[src/rtl/matrix_entry_controller.sv]
// rtl/matrix_entry_controller.sv - matrix A/B element entry, operation select and compute handshake
module matrix_entry_controller #(
  parameter int N_ELEMS  = 16,
  parameter int DEBOUNCE = 16,
  parameter int TIMEOUT  = 1024
) (
  input  logic       clk,
  input  logic       rst,
  input  logic       enter,
  input  logic       sw,
  input  logic [1:0] operation,
  input  logic [7:0] data_in,
  input  logic       calc_done,
  input  logic       calc_error,
  output logic       wr_en,
  output logic       wr_sel,
  output logic [3:0] wr_addr,
  output logic [7:0] wr_data,
  output logic [1:0] op,
  output logic       start,
  output logic [3:0] index,
  output logic [2:0] state_o,
  output logic       finish,
  output logic       error
);

  localparam int DW = (DEBOUNCE > 1) ? $clog2(DEBOUNCE) : 1;
  localparam int TW = (TIMEOUT > 1) ? $clog2(TIMEOUT) : 1;
  localparam logic [DW-1:0] DEB_LAST  = DW'(DEBOUNCE - 1);
  localparam logic [TW-1:0] TO_LAST   = TW'(TIMEOUT - 1);
  localparam logic [3:0]    ELEM_LAST = 4'(N_ELEMS - 1);

  typedef enum logic [2:0] {
    S_LOAD_A = 3'd0,
    S_LOAD_B = 3'd1,
    S_OP_SEL = 3'd2,
    S_START  = 3'd3,
    S_WAIT   = 3'd4,
    S_SHOW   = 3'd5,
    S_ERR    = 3'd6
  } state_t;

  state_t        state, state_d;
  logic [3:0]    elem, elem_d;
  logic [TW-1:0] tcnt, tcnt_d;
  logic          wr_en_d, wr_sel_d;
  logic [3:0]    wr_addr_d;
  logic [7:0]    wr_data_d;
  logic [1:0]    op_d;

  // Debounce: while unlatched we count consecutive high cycles, while latched
  // (press taken, waiting for release) we count consecutive low cycles.
  logic          deb_latched;
  logic [DW-1:0] deb_cnt;
  logic          level_match;
  logic          deb_hit;
  logic          press;

  assign level_match = enter ^ deb_latched;
  assign deb_hit     = level_match && (deb_cnt == DEB_LAST);
  assign press       = deb_hit && !deb_latched;

  // Debounce counter and release latch
  always_ff @(posedge clk or posedge rst) begin
    if (rst) begin
      deb_cnt     <= '0;
      deb_latched <= 1'b0;
    end else if (!level_match) begin
      deb_cnt <= '0;
    end else if (deb_hit) begin
      deb_cnt     <= '0;
      deb_latched <= ~deb_latched;
    end else begin
      deb_cnt <= deb_cnt + DW'(1);
    end
  end

  // Restart edge detector; sw is treated as low before the first sampled cycle
  logic sw_q;
  logic restart;

  assign restart = sw && !sw_q;

  always_ff @(posedge clk or posedge rst) begin
    if (rst) sw_q <= 1'b0;
    else     sw_q <= sw;
  end

  // State, counters and registered write/op outputs
  always_ff @(posedge clk or posedge rst) begin
    if (rst) begin
      state   <= S_LOAD_A;
      elem    <= '0;
      tcnt    <= '0;
      wr_en   <= 1'b0;
      wr_sel  <= 1'b0;
      wr_addr <= '0;
      wr_data <= '0;
      op      <= '0;
    end else begin
      state   <= state_d;
      elem    <= elem_d;
      tcnt    <= tcnt_d;
      wr_en   <= wr_en_d;
      wr_sel  <= wr_sel_d;
      wr_addr <= wr_addr_d;
      wr_data <= wr_data_d;
      op      <= op_d;
    end
  end

  // Next-state logic; restart overrides everything including a same-cycle press
  always_comb begin
    state_d   = state;
    elem_d    = elem;
    tcnt_d    = '0;
    wr_en_d   = 1'b0;
    wr_sel_d  = wr_sel;
    wr_addr_d = wr_addr;
    wr_data_d = wr_data;
    op_d      = op;
    if (restart) begin
      state_d = S_LOAD_A;
      elem_d  = '0;
    end else begin
      case (state)
        S_LOAD_A, S_LOAD_B: begin
          if (press) begin
            wr_en_d   = 1'b1;
            wr_sel_d  = (state == S_LOAD_B);
            wr_addr_d = elem;
            wr_data_d = data_in;
            if (elem == ELEM_LAST) begin
              elem_d  = '0;
              state_d = (state == S_LOAD_A) ? S_LOAD_B : S_OP_SEL;
            end else begin
              elem_d = elem + 4'd1;
            end
          end
        end
        S_OP_SEL: begin
          if (press) begin
            op_d    = operation;
            state_d = S_START;
          end
        end
        S_START: begin
          state_d = S_WAIT;
        end
        S_WAIT: begin
          if (calc_done) begin
            state_d = calc_error ? S_ERR : S_SHOW;
            elem_d  = '0;
          end else if (tcnt == TO_LAST) begin
            state_d = S_ERR;
          end else begin
            tcnt_d = tcnt + TW'(1);
          end
        end
        S_SHOW: begin
          if (press) elem_d = (elem == ELEM_LAST) ? 4'd0 : elem + 4'd1;
        end
        S_ERR: begin
          state_d = S_ERR;
        end
        default: begin
          state_d = S_LOAD_A;
          elem_d  = '0;
        end
      endcase
    end
  end

  assign state_o = state;
  assign start   = (state == S_START);
  assign finish  = (state == S_SHOW);
  assign error   = (state == S_ERR);
  assign index   = (state == S_LOAD_A || state == S_LOAD_B || state == S_SHOW) ? elem : 4'd0;

endmodule

[config.mk]
export PLATFORM = sky130hd
export DESIGN_NAME = matrix_entry_controller
export DESIGN_NICKNAME = d
export VERILOG_FILES = /design/src/rtl/matrix_entry_controller.sv
export SDC_FILE = /design/constraint.sdc
export NUM_CORES = 1
export LEC_CHECK = 0
export BUFFER_PORTS_ARGS = -buffer_cell sky130_fd_sc_hd__buf_2
export CAP_MARGIN = 20
export CELL_PAD_IN_SITES_DETAIL_PLACEMENT = 0
export CELL_PAD_IN_SITES_GLOBAL_PLACEMENT = 1
export CORE_MARGIN = 5
export CORE_UTILIZATION = 42
export CTS_CLUSTER_SIZE = 24
export DETAILED_ROUTE_END_ITERATION = 8
export PLACE_DENSITY = 0.82
export SETUP_SLACK_MARGIN = 0.15
export SLEW_MARGIN = 10
export SYNTH_ARGS = -nofsm -noshare
export SYNTH_HDL_FRONTEND = slang
export SYNTH_SLANG_ARGS = --single-unit
[constraint.sdc]
create_clock -name clk -period 2.15 [get_ports clk]
set_input_delay 0.3225 -clock clk [delete_from_list [all_inputs] [get_ports clk]]
set_output_delay 0.3225 -clock clk [all_outputs]
set_load 0.02 [all_outputs]
==> run metrics <==
chip height 76.94 µm; largest net degree at the start of global routing 40; final weighted congestion in routability-driven placement 0.8056; #FFs+latches synth 39; Post-Synth Simple-Gate Area 0.1988; I/O pin cnt 42; Worst-Margin Slew 0.4756 ns; share of the core filled with cells in the final layout 0.5216; largest stage delay on the critical path 0.39 ns; total global-route track usage 0.1282; width of the die 76.94 µm; Initial Util 0.4322; Vias 1388; clock transition at the registers of the reported paths 0.08 ns; row cnt 24; power per cell area 713.2 nW/µm²; Port Buffers 41; critical path arrival 2.03 ns; max-cap viol count 0; xor/xnor cell area share of the yosys netlist 0.05120; via count of the first global-routing pass 1299; Distinct cells, synth 42; leading cell type in the layout, fill and taps excluded buf_2; worst clock skew 0.004480 ns; post-synthesis compound-gate area fraction 0.07247; CTS hold repair buffers 0; Sink Count 39; main combinational cell family by area after synthesis simple AND/OR/NAND/NOR gates; Final Max Tran Viols 0; post-detailed-routing wire length 3705 µm; number of setup violations in the final report 0; result of the run finished, final reports clean; dpl cells 257; predominant post-synthesis flop cell dfrtp_1; clock root buffer clkbuf_8; Post-Syn Area per Cell 11.47 µm²; Worst setup EP type register; Detailed Route Iter0 Violations 142; clock network latency to the later pin of the worst-skew pair 0.28 ns; number of buffers created by CTS 5; number of antenna cells inserted 0; CTS tree done; total negative setup slack 0 ns; # nets final 231; number of nets still failing antenna checks after routing 0; final cell count without fillers 265; number of synthesis warnings 0; Worst Path Required 2.32 ns; fraction of the mapped netlist area in adder cells 0.01995; leakage power 1.130 nW; standard cell with the maximum stage delay on the critical path dfrtp_1; cell area after technology mapping 1882 µm²; EDFF count, synth 0; Hold Path Class input port to asynchronous set/reset pin; DP Worst Slack 0.2116 ns; RSZ-0062 raised after global routing false; fraction of registers with async set or reset after synthesis 1.000; Max-Slew Margin vs Limit 0.6800; Remaining Overflow, GRT 0; synthesized netlist net count 183; final critical delay including setup and external delays 1.864 ns; biggest fanout along the worst timing path 14; commonest non-fill, non-tap cells in the layout buf_2, dfrtp_1, mux2_2, nor2_1; first-pass GRT wire length 6244 µm; startpoint types register; Synth Instances 164; worst setup path class register to register; IR drop worst, VDD 0.3740 mV; post-detail-place hpwl 2782 µm; number of buffers between clock root and the deepest sink 2; hold slack 0.1392 ns; Final period util 0.8668; final hold vios 0; Fmax 536.6 MHz; Floorplan Core Area 4354 µm²; routed length per placed instance 13.98 µm; ratio of cells with drive above 1 in the final layout 0.3615; DRC violation count after routing 0; multiplexer share of the synthesized area 0.1070; proportion of synthesized chip area in sequential cells 0.5186; area of the die 5919 µm²; H-tree levels 2; number of setup buffers added after CTS 0; mean number of vias per cell 5.238; number of antenna violations at the first check in global routing 0; Initial DRT Pass Iterations 4; synthesis-to-finish area growth 20.68%; final worst setup slack 0.2864 ns; cells along the critical path ha_1 > and3_2 > nand2_1 > nor4_4 > buf_4 > mux2_2
-- where the power goes --
part	switching [W]	leakage, nW	total (W)	internal (W)
sequential	0.0000510	0.529	0.000822	0.000771
combinational	0.000139	0.551	0.000252	0.000112
clock	0.000254	0.0505	0.000546	0.000292
-- final cells by class --
| type | count | area [µm²] |
|---|---|---|
| Tap cell | 52 | 65.06 |
| Timing Repair Buffer | 48 | 257.7 |
| Inverter | 5 | 18.77 |
| Clock buffer | 7 | 96.34 |
| Sequential cell | 39 | 975.9 |
| Clock inverter | 1 | 7.507 |
| Fill cell | 403 | 2083 |
| Multi-Input combinational cell | 113 | 849.6 |
-- cell families (layout without fill, tap and decap cells) --
family | count (synthesis) | in the layout
compound gates | 18 | 18
xor+xnor | 11 | 11
fa+ha+maj | 3 | 3
buf+inv | 12 | 61
flops | 39 | 39
mux | 18 | 18
simple gates | 63 | 63
-- layer usage --
layer,vias to the layer above,wire [µm],GRT usage
li1,681,-,-
met1,664,1646,0.1732
met5,-,0,0
met4,0,54,0.04371
met3,6,216,0.03513
met2,37,1788,0.1978
-- synth_stat cells, types with 2 or more instances --
| master | count | share of area |
|---|---|---|
| o2111ai_1 | 2 | 0.0093 |
| nand2_1 | 6 | 0.012 |
| dfrtp_1 | 39 | 0.52 |
| nand4_1 | 2 | 0.0066 |
| a32o_1 | 2 | 0.011 |
| nand4b_1 | 2 | 0.0093 |
| nand2b_1 | 3 | 0.010 |
| nor3b_1 | 2 | 0.0080 |
| xor2_1 | 7 | 0.033 |
| o211ai_1 | 2 | 0.0080 |
| nor3_1 | 2 | 0.0053 |
| nand3_1 | 7 | 0.019 |
| xnor2_1 | 4 | 0.019 |
| inv_1 | 5 | 0.010 |
| and2_1 | 6 | 0.020 |
| mux2_2 | 17 | 0.10 |
| nor2b_1 | 5 | 0.017 |
| and3_1 | 4 | 0.013 |
| nor2_1 | 15 | 0.030 |
| buf_2 | 3 | 0.0080 |
| a21oi_1 | 3 | 0.0080 |
| and4_1 | 3 | 0.014 |
| o21ai_0 | 2 | 0.0053 |
| ha_1 | 3 | 0.020 |
-- timing repair --
action | CTS | global route
endpoints found under the hold margin | 0 | 0
gates resized for setup | 0 | 2
endpoints found under the setup margin | 0 | 17
-- worst max-delay path: cells and delay by family, from the launching register on --
family                     cells  cell delay, ns
and+or+nand+nor                3            0.54
DFF                            1            0.39
muxes                          1            0.36
buffers and inverters          1            0.25
adders and majority gates      1            0.21
-- stage by stage --
step / cell area, µm² / power (W)
floorplan: 1882 / 0.001001
global placement: 2163 / 0.001089
detailed placement: 2163 / 0.001091
CTS: 2267 / 0.001640
global route: 2271 / 0.001706
finish: 2271 / 0.001620
-- sequential cells by signal, summed over array words and instances (netlist names) --
| register | cells |
|---|---|
| deb_cnt | 4 |
| deb_latched | 1 |
| elem | 4 |
| op | 2 |
| state_o | 3 |
| sw_q | 1 |
| tcnt | 10 |
| wr_addr | 4 |
| wr_data | 8 |
| wr_en | 1 |
| wr_sel | 1 |
-- path summary, 6_finish.rpt --
| check | slack [ns] | endpoint | depth (start not counted) | from |
|---|---|---|---|---|
| min in group clk | 0.16 | sw_q | 1 | sw |
| worst max-delay path | 0.29 | wr_data[0] | 6 | deb_cnt[0] |
| max in group asynchronous | 1.68 | op[0] | 3 | rst |
| worst max register to register | 0.29 | wr_data[0] | 6 | deb_cnt[0] |
| worst min register to register | 0.49 | tcnt[0] | 1 | tcnt[0] |
| worst min-delay path | 0.14 | wr_addr[2] | 3 | rst |
Note: power is estimated with default switching activity, not from simulation.
